<file path="config.mk">
export PLATFORM = sky130hd
export DESIGN_NAME = sysid_probe_master_flat
export DESIGN_NICKNAME = d
export VERILOG_FILES = /design/src/rtl/sysid_probe_master_if.sv /design/src/rtl/sysid_probe_master.sv /design/src/flat_wrapper.sv
export SDC_FILE = /design/constraint.sdc
export NUM_CORES = 1
export LEC_CHECK = 0
export ABC_AREA = 1
export CAP_MARGIN = 25
export CORE_ASPECT_RATIO = 1.5
export CORE_MARGIN = 5
export CORE_UTILIZATION = 50
export CTS_BUF_LIST = sky130_fd_sc_hd__clkbuf_4 sky130_fd_sc_hd__clkbuf_8
export DETAILED_ROUTE_END_ITERATION = 8
export GPL_TIMING_DRIVEN = 0
export PLACE_DENSITY = 0.82
export SETUP_SLACK_MARGIN = 0.05
export SLEW_MARGIN = 20
export SYNTH_ARGS = -nofsm -noshare
export SYNTH_HDL_FRONTEND = slang
export SYNTH_SLANG_ARGS = --single-unit
</file>
<file path="constraint.sdc">
create_clock -name clock -period 2.1 [get_ports clock]
set_input_delay 0.315 -clock clock [delete_from_list [all_inputs] [get_ports clock]]
set_output_delay 0.315 -clock clock [all_outputs]
set_load 0.02 [all_outputs]
</file>
<file path="src/rtl/sysid_probe_master_if.sv">
// Avalon-MM read-only master bus used by the system-ID probe.
// The master drives address/read; the slave stalls and returns data.
interface sysid_probe_master_if;
    logic        avm_address;
    logic        avm_read;
    logic        avm_waitrequest;
    logic        avm_readdatavalid;
    logic [31:0] avm_readdata;

    modport master (
        output avm_address,
        output avm_read,
        input  avm_waitrequest,
        input  avm_readdatavalid,
        input  avm_readdata
    );

    modport slave (
        input  avm_address,
        input  avm_read,
        output avm_waitrequest,
        output avm_readdatavalid,
        output avm_readdata
    );
endinterface

</file>
<file path="src/rtl/sysid_probe_master.sv">
// Reads the system ID (word 1) and timestamp (word 0) over Avalon-MM,
// retries on timeout, and reports whether both match the expected values.
module sysid_probe_master #(
    parameter logic [31:0] EXPECTED_ID    = 32'd1434032738,
    parameter logic [31:0] EXPECTED_TS    = 32'd0,
    parameter int          TIMEOUT_CYCLES = 255,
    parameter int          MAX_RETRIES    = 3
) (
    input  logic                        clock,
    input  logic                        reset,
    input  logic                        start,
    sysid_probe_master_if.master        avm,
    output logic                        busy,
    output logic                        done,
    output logic                        pass,
    output logic                        id_ok,
    output logic                        ts_ok,
    output logic                        timeout_err,
    output logic [31:0]                 id_value,
    output logic [31:0]                 ts_value
);

    localparam logic [15:0] TMAX = 16'(TIMEOUT_CYCLES - 1);
    localparam logic [3:0]  RMAX = 4'(MAX_RETRIES);

    typedef enum logic [2:0] {
        IDLE,
        ID_REQ,
        ID_WAIT,
        TS_REQ,
        TS_WAIT,
        CHECK,
        FINISH
    } state_t;

    state_t      state;
    logic [15:0] tcnt;
    logic [3:0]  retries;

    logic is_id;
    logic is_req;
    logic expired;
    logic can_retry;

    assign is_id     = (state == ID_REQ) || (state == ID_WAIT);
    assign is_req    = (state == ID_REQ) || (state == TS_REQ);
    assign expired   = (tcnt == TMAX);
    assign can_retry = (retries < RMAX);

    always_ff @(posedge clock) begin
        if (reset) begin
            state           <= IDLE;
            tcnt            <= '0;
            retries         <= '0;
            avm.avm_read    <= 1'b0;
            avm.avm_address <= 1'b0;
            busy            <= 1'b0;
            done            <= 1'b0;
            pass            <= 1'b0;
            id_ok           <= 1'b0;
            ts_ok           <= 1'b0;
            timeout_err     <= 1'b0;
            id_value        <= '0;
            ts_value        <= '0;
        end else begin
            done <= 1'b0;
            unique case (state)
                IDLE: begin
                    if (start) begin
                        state           <= ID_REQ;
                        busy            <= 1'b1;
                        pass            <= 1'b0;
                        id_ok           <= 1'b0;
                        ts_ok           <= 1'b0;
                        timeout_err     <= 1'b0;
                        retries         <= '0;
                        tcnt            <= '0;
                        avm.avm_read    <= 1'b1;
                        avm.avm_address <= 1'b1;
                    end
                end
                ID_REQ, ID_WAIT, TS_REQ, TS_WAIT: begin
                    tcnt <= tcnt + 16'd1;
                    // Any response counts, including a late one from a read
                    // issued before the latest retry.
                    if (avm.avm_readdatavalid) begin
                        if (is_id) begin
                            id_value        <= avm.avm_readdata;
                            state           <= TS_REQ;
                            tcnt            <= '0;
                            avm.avm_read    <= 1'b1;
                            avm.avm_address <= 1'b0;
                        end else begin
                            ts_value     <= avm.avm_readdata;
                            state        <= CHECK;
                            avm.avm_read <= 1'b0;
                        end
                    end else if (expired) begin
                        if (can_retry) begin
                            retries      <= retries + 4'd1;
                            tcnt         <= '0;
                            avm.avm_read <= 1'b1;
                            state        <= is_id ? ID_REQ : TS_REQ;
                        end else begin
                            timeout_err  <= 1'b1;
                            avm.avm_read <= 1'b0;
                            done         <= 1'b1;
                            state        <= FINISH;
                        end
                    end else if (is_req && !avm.avm_waitrequest) begin
                        avm.avm_read <= 1'b0;
                        state        <= is_id ? ID_WAIT : TS_WAIT;
                    end
                end
                CHECK: begin
                    id_ok <= (id_value == EXPECTED_ID);
                    ts_ok <= (ts_value == EXPECTED_TS);
                    pass  <= (id_value == EXPECTED_ID) &&
                             (ts_value == EXPECTED_TS);
                    done  <= 1'b1;
                    state <= FINISH;
                end
                FINISH: begin
                    busy  <= 1'b0;
                    state <= IDLE;
                end
                default: state <= IDLE;
            endcase
        end
    end

endmodule

</file>
<file path="src/flat_wrapper.sv">
// flat-port wrapper written by rule: the top's interface ports become plain ports
module sysid_probe_master_flat 
#(
    parameter logic [31:0] EXPECTED_ID    = 32'd1434032738,
    parameter logic [31:0] EXPECTED_TS    = 32'd0,
    parameter int          TIMEOUT_CYCLES = 255,
    parameter int          MAX_RETRIES    = 3
)
  (clock, reset, start, busy, done, pass, id_ok, ts_ok, timeout_err, id_value, ts_value, avm_avm_address, avm_avm_read, avm_avm_waitrequest, avm_avm_readdatavalid, avm_avm_readdata);
  sysid_probe_master_if avm_i ();
  input  logic clock;
  input  logic reset;
  input  logic start;
  output logic busy;
  output logic done;
  output logic pass;
  output logic id_ok;
  output logic ts_ok;
  output logic timeout_err;
  output logic [31:0] id_value;
  output logic [31:0] ts_value;
  output wire logic [$bits(avm_i.avm_address)-1:0] avm_avm_address;
  output wire logic [$bits(avm_i.avm_read)-1:0] avm_avm_read;
  input wire logic [$bits(avm_i.avm_waitrequest)-1:0] avm_avm_waitrequest;
  input wire logic [$bits(avm_i.avm_readdatavalid)-1:0] avm_avm_readdatavalid;
  input wire logic [$bits(avm_i.avm_readdata)-1:0] avm_avm_readdata;
  assign avm_avm_address = avm_i.avm_address;
  assign avm_avm_read = avm_i.avm_read;
  assign avm_i.avm_waitrequest = avm_avm_waitrequest;
  assign avm_i.avm_readdatavalid = avm_avm_readdatavalid;
  assign avm_i.avm_readdata = avm_avm_readdata;
  sysid_probe_master #(.EXPECTED_ID(EXPECTED_ID), .EXPECTED_TS(EXPECTED_TS), .TIMEOUT_CYCLES(TIMEOUT_CYCLES), .MAX_RETRIES(MAX_RETRIES)) u_core (.clock(clock), .reset(reset), .start(start), .avm(avm_i), .busy(busy), .done(done), .pass(pass), .id_ok(id_ok), .ts_ok(ts_ok), .timeout_err(timeout_err), .id_value(id_value), .ts_value(ts_value));
endmodule
</file>
== Word level (Yosys, flattened, before mapping) ==
Index checks and enable logic that the tools add are counted.
Cells by class
  add/subtract/negate cells: 2
  order comparisons: 1
  equal/unequal tests: 16
  mux-type cells: 43
  bitwise gates (word level): 1
  reductions and logical operators: 21
Operators by type and width (count)
  $mux 16: 5
  $eq 32x31->1 const B: 1
  $logic_not 32->1: 1
  $pmux 16 s2: 1
  $mux 3: 7
  $add 16x1->16 const B: 1
  $eq 16x8->1 const B: 1
  $mux 4: 4
  $pmux 1 s2: 8
  $mux 1: 15
  $reduce_and 5->1: 2
  $eq 3x3->1 const B: 3
  $pmux 3 s3: 1
  $reduce_and 3->1: 3
  $ne 2x2->1 const B: 4
  $pmux 4 s2: 1
  $reduce_and 2->1: 4
  $eq 3x2->1 const B: 2
  $ne 2x1->1 const B: 3
  $reduce_bool 2->1: 3
  $add 4x1->4 const B: 1
  $lt 4x2->1 const B: 1
  $ne 4x2->1 const B: 1
  $reduce_and 4->1: 1
  other kinds (8): 10
Storage, ports and cells
  register bits after elaboration: 95
  input bits: 37
  output and inout bits: 72
  word-level logic and storage cells: 97

== Logic depth before layout (Yosys ltp) ==
  depth after elaboration: 7
  gate-level depth with buffers: 10
  depth with buffers taken out: 10

== Worst setup path after synthesis ==
Ideal clock, no wire load.
  kind: register to register
  start: register u_core.retries[0]
  end: register u_core.tcnt[13]
  library setup time: 0.115 ns
  arrival time: 1.424 ns
  required time: 1.985 ns
  setup slack: 0.561 ns
  cell stages (with the launch flop): 9
  buffers on the path: 1
  period minus slack after synthesis: 1.539 ns
  cell sequence: dfxtp_1 ha_1 nor3_1 nand4_1 nand2_2 nand2_4 nand3_4 buf_6 nor2_2
Between the ends
  word-level cells in the longest chain between the ends: 5
RTL lines
  start: declaration: RTL line sysid_probe_master.sv:38  | logic [3:0] retries;
  start signal: assignment: RTL line sysid_probe_master.sv:100  | retries <= retries + 4'd1;
  $lt 4x2->1: RTL line sysid_probe_master.sv:48  | assign can_retry = (retries < RMAX);
  $mux 16: RTL line sysid_probe_master.sv:99  | if (can_retry) begin
  $mux 16: RTL line sysid_probe_master.sv:98  | end else if (expired) begin
  $mux 16: RTL line sysid_probe_master.sv:86  | if (avm.avm_readdatavalid) begin
  $pmux 16 s2: RTL line sysid_probe_master.sv:67  | unique case (state)
  end signal: assignment: RTL line sysid_probe_master.sv:83  | tcnt <= tcnt + 16'd1;
  end: declaration: RTL line sysid_probe_master.sv:37  | logic [15:0] tcnt;
Every way passes these cells.
A chain may end at the register's enable or synchronous reset.

== Worst setup path in the final report ==
  start: register u_core.state[0]
  end: register u_core.pass
Between the ends
  word-level cells in the longest chain between the ends: 3
  elaborated cells between the ends (all ways): 6
  those cells by class: eq/ne (2); mux (1); reduce/logical (3)
RTL lines
  start: declaration: RTL line sysid_probe_master.sv:36  | state_t state;
  start signal: assignment: RTL line sysid_probe_master.sv:103  | state <= is_id ? ID_REQ : TS_REQ;
  start signal: assignment: RTL line sysid_probe_master.sv:112  | state <= is_id ? ID_WAIT : TS_WAIT;
  $eq 3x3->1 or $logic_not 3->1 (tied branches): RTL line sysid_probe_master.sv:67
  $reduce_bool 2->1 (no line) or $ne 2x2->1 (tied branches)
  $reduce_and 2->1 (no line)
  end signal: assignment: RTL line sysid_probe_master.sv:118  | pass <= (id_value == EXPECTED_ID) &&
  end: declaration: RTL line sysid_probe_master.sv:15  | output logic pass,
Parallel ways exist; a longest one is shown, timed or not.

==> impl_metrics.json <==
{
  "run_status": "complete, no violations",
  "syn-num-nets": 610,
  "port_buffers": 107,
  "flow.area_growth_from_synthesis_pct": 34.0,
  "detailedRoute.firstIterationViolations": 216,
  "synth-warning-count": 0,
  "critPathMaxFanout": 5,
  "grt_overflow_total": 0,
  "layoutNonFillerInstCount": 798,
  "min_period_over_period_pct": 83.2,
  "total_power_mw": 7.44,
  "cts_max_path_buffers": 2,
  "setup_ws_pre_cts_ns": 0.0919,
  "pin_count_of_the_biggest_net_entering_global_routing": 16,
  "yosysSeqAreaShare_pct": 45.6,
  "hp-start": "reset",
  "setup_ws_ns": 0.352,
  "place_inst": 782,
  "ff2ff_setup_slack_ns": 0.35,
  "power-per-cell-area_nw_per_um2": 1330,
  "cp_common_cell": "sky130_fd_sc_hd__nand3_1",
  "basic_gate_share_of_the_synthesized_area_counting_and_or_nand_and_nor_cells_pct": 29.1,
  "ctsResizeCount": 0,
  "cts_inserted_buffers": 9,
  "vias_per_cell": 5.21,
  "drv.max_cap_violation_count": 0,
  "synthArstFlopShare_pct": 0,
  "holdCritPathClass": "input pin to flip-flop",
  "die-height_um": 122,
  "avgRoutedWirePerCell_um": 15.2,
  "postRouteWirelength_mm": 12.2,
  "setup_violation_total_in_the_final_timing_report": 0,
  "transition_time_of_the_tightest_slew_check_pin_ns": 0.591,
  "final-max-slew-violation-count": 0,
  "core_area_um2": 8110,
  "path_class": "flip-flop to flip-flop",
  "antenna_violations_before_repair": 0,
  "clock-root-buffer": "sky130_fd_sc_hd__clkbuf_8",
  "cts.clk_slew.worst_paths_ns": 0.09,
  "die_width_um": 84.6,
  "number_of_global_route_vias_before_repair": 4216,
  "drt_pass1_iterations": 4,
  "grt_first_pass_wirelength_mm": 19.6,
  "hold_violations": 0,
  "dominant_combinational_cell_family_by_area_after_synthesis": "simple AND/OR/NAND/NOR gates",
  "timing.reg2reg.worst_path_depth": 6,
  "fin_worst_skew_ns": 0.00651,
  "synth_enable_flop_cells": 0,
  "net_count_final": 728,
  "synth_adder_area_share_pct": 0.900,
  "design.die.area_um2": 10300,
  "avg_synthesized_cell_area_um2": 7.32,
  "post_synth_xor_area_fraction_pct": 1.26,
  "post_synthesis_compound_gate_area_fraction_pct": 13.6,
  "achievable-frequency_mhz": 572,
  "gate_count_after_technology_mapping": 570,
  "ys_ff_latch": 95,
  "rr_startpoint": "u_core.state[0]$_SDFFE_PP0P_",
  "setup.worst_path.start_class": "flip-flop",
  "synthFlopType": "sky130_fd_sc_hd__dfxtp_1",
  "stdcell_area_um2": 5590,
  "muxShareOfSynthArea_pct": 0,
  "setup_total_negative_slack_ns": 0,
  "finalWorstPathRequiredPeriod_ns": 1.75,
  "number_of_distinct_library_cell_variants_in_the_gate_level_netlist_after_synthesis": 32,
  "detail-route-antenna-nets": 0,
  "cp_cell_sequence": "inv_2, nor3_1, nand3_1, nor2_1, nand3_1, a21oi_1",
  "holdBufCountCts": 0,
  "cts_setup_buffers": 0,
  "cts_tree": "done",
  "h-tree-depth": 3,
  "number_of_placement_rows": 40,
  "vias": 4161,
  "critPathArrivalTime_ns": 2.05,
  "post_route_cells_drive_above_1_share_pct": 8.66,
  "diodes": 0,
  "io_pins": 109,
  "hold_path_depth": 2,
  "tritoncts_num_sinks": 95,
  "mappedNetlistArea_um2": 4170,
  "grt_usage_pct": 23.9,
  "max-vdd-ir-drop_mv": 0.753,
  "max_stage_delay_ns": 0.51,
  "placement.cell_area_um2": 5370,
  "worst_skew_pair.late_latency_ns": 0.37,
  "crit_path_top_delay_cell": "sky130_fd_sc_hd__nor3_1",
  "reg2reg_to": "u_core.pass$_SDFFE_PP0P_",
  "maxSlewHeadroom_pct": 60.3,
  "route.detailed.drc": 0,
  "dp_hpwl_mm": 9.43,
  "timing.critical_path.to_type": "flip-flop",
  "power.leakage_nw": 2.23,
  "worst-endpoint-required_ns": 2.40,
  "setup_repair_after_global_routing_missed_its_margin": "false",
  "globalplace.congestion": 0.874,
  "start_util_pct": 51.5,
  "worst_hold_path.endpoint": "u_core.retries[3]$_SDFFE_PP0P_"
}
## cell type report
type / instances / area, um2
multi-input cells: 386 / 1870
repair buffers: 107 / 1070
plain buffers: 22 / 146
fillers: 707 / 2520
well taps: 105 / 131
clock buffers: 10 / 131
flip-flops and latches: 95 / 1900
inverters: 67 / 254
clock inverters: 6 / 85.1
## power breakdown
part,internal (mW),total [mW],switching (mW)
Combinational,1.39,3.57,2.18
Clock,0.680,1.32,0.636
Sequential,2.24,2.56,0.322
Total,4.30,7.44,3.14
## layer usage
layer | global-route usage (%) | share of wire, % | routed length, um
met5 | 0 | 0 | 0
met4 | 10.0 | 2.7 | 330
met3 | 9.47 | 7.6 | 927
met2 | 43.2 | 53 | 6400
met1 | 24.1 | 37 | 4490
## synth_stat cells, drive strengths merged (2+ instances only)
| master | instances | area share, % |
|---|---|---|
| clkbuf | 7 | 0.63 |
| nand3 | 20 | 2.8 |
| xnor2 | 2 | 0.42 |
| o21ai | 69 | 8.5 |
| nor3 | 9 | 1.1 |
| a21oi | 39 | 4.7 |
| dfxtp | 95 | 46 |
| nand4 | 20 | 3.0 |
| xor2 | 4 | 0.84 |
| inv | 65 | 5.9 |
| clkinv | 2 | 0.18 |
| nor2 | 135 | 13 |
| ha | 3 | 0.90 |
| nand2 | 80 | 8.2 |
| buf | 15 | 2.9 |
## placed cells by master (no fill, tap or decap), drive strengths merged, types with 2 or more instances in the layout
cell,synthesis,routed
bufinv,0,2
clkdlybuf4s50,0,107
nand3,20,20
dfxtp,95,95
clkbuf,7,17
clkinv,2,4
nor2,135,135
inv,65,65
xor2,4,4
buf,15,15
xnor2,2,2
a21oi,39,39
nand4,20,20
clkinvlp,0,2
nand2,80,80
nor3,9,9
o21ai,69,69
ha,3,3
## critical path, delay by kind of cell (launching register included)
family	cells	cell delay [ns]
flops	1	0.47
simple gates	4	0.99
compound gates	1	0.15
buf+inv	1	0.08
## logic make-up (layout without fill, tap and decap cells)
group | count (synthesis) | after routing
XOR/XNOR | 6 | 6
AND/OR/NAND/NOR | 267 | 267
flip-flops | 95 | 95
AO/OA/AOI/OAI | 110 | 110
adder cells (fa/ha/maj) | 3 | 3
buffers and inverters | 89 | 212
## worst max-delay path by stage
| stage | from | cells after the start | slack [ns] | to |
|---|---|---|---|---|
| 5_1_grt | u_core.retries[0]$_SDFFE_PP0P_ | 8 | 0.17 | u_core.tcnt[5]$_SDFFE_PP0P_ |
| 3_5_place_dp | avm_avm_readdatavalid | 7 | 0.09 | u_core.ts_value[28]$_SDFFE_PP0P_ |
| 6_report | u_core.state[0]$_SDFFE_PP0P_ | 6 | 0.35 | u_core.pass$_SDFFE_PP0P_ |
| 4_1_cts | u_core.retries[0]$_SDFFE_PP0P_ | 8 | 0.34 | u_core.tcnt[11]$_SDFFE_PP0P_ |
| 2_1_floorplan | u_core.retries[0]$_SDFFE_PP0P_ | 8 | 0.56 | u_core.tcnt[13]$_SDFFE_PP0P_ |
| 3_3_place_gp | avm_avm_readdatavalid | 7 | 0.10 | u_core.ts_value[28]$_SDFFE_PP0P_ |
## stage by stage
stage,hold WS (ns),util (%)
final,0.270,69.0
after global placement,0.430,66.3
after floorplan,0.417,-
after global routing,0.272,69.0
after CTS,0.258,69.0
after detailed placement,0.438,66.3
## sequential cells by signal, summed over array words and instances (netlist names)
name / count
u_core.avm.avm_address: 1
u_core.avm.avm_read: 1
u_core.busy: 1
u_core.done: 1
u_core.id_ok: 1
u_core.id_value: 32
u_core.pass: 1
u_core.retries: 4
u_core.state: 3
u_core.tcnt: 16
u_core.timeout_err: 1
u_core.ts_ok: 1
u_core.ts_value: 32
Note: power is estimated with default switching activity, not from simulation.
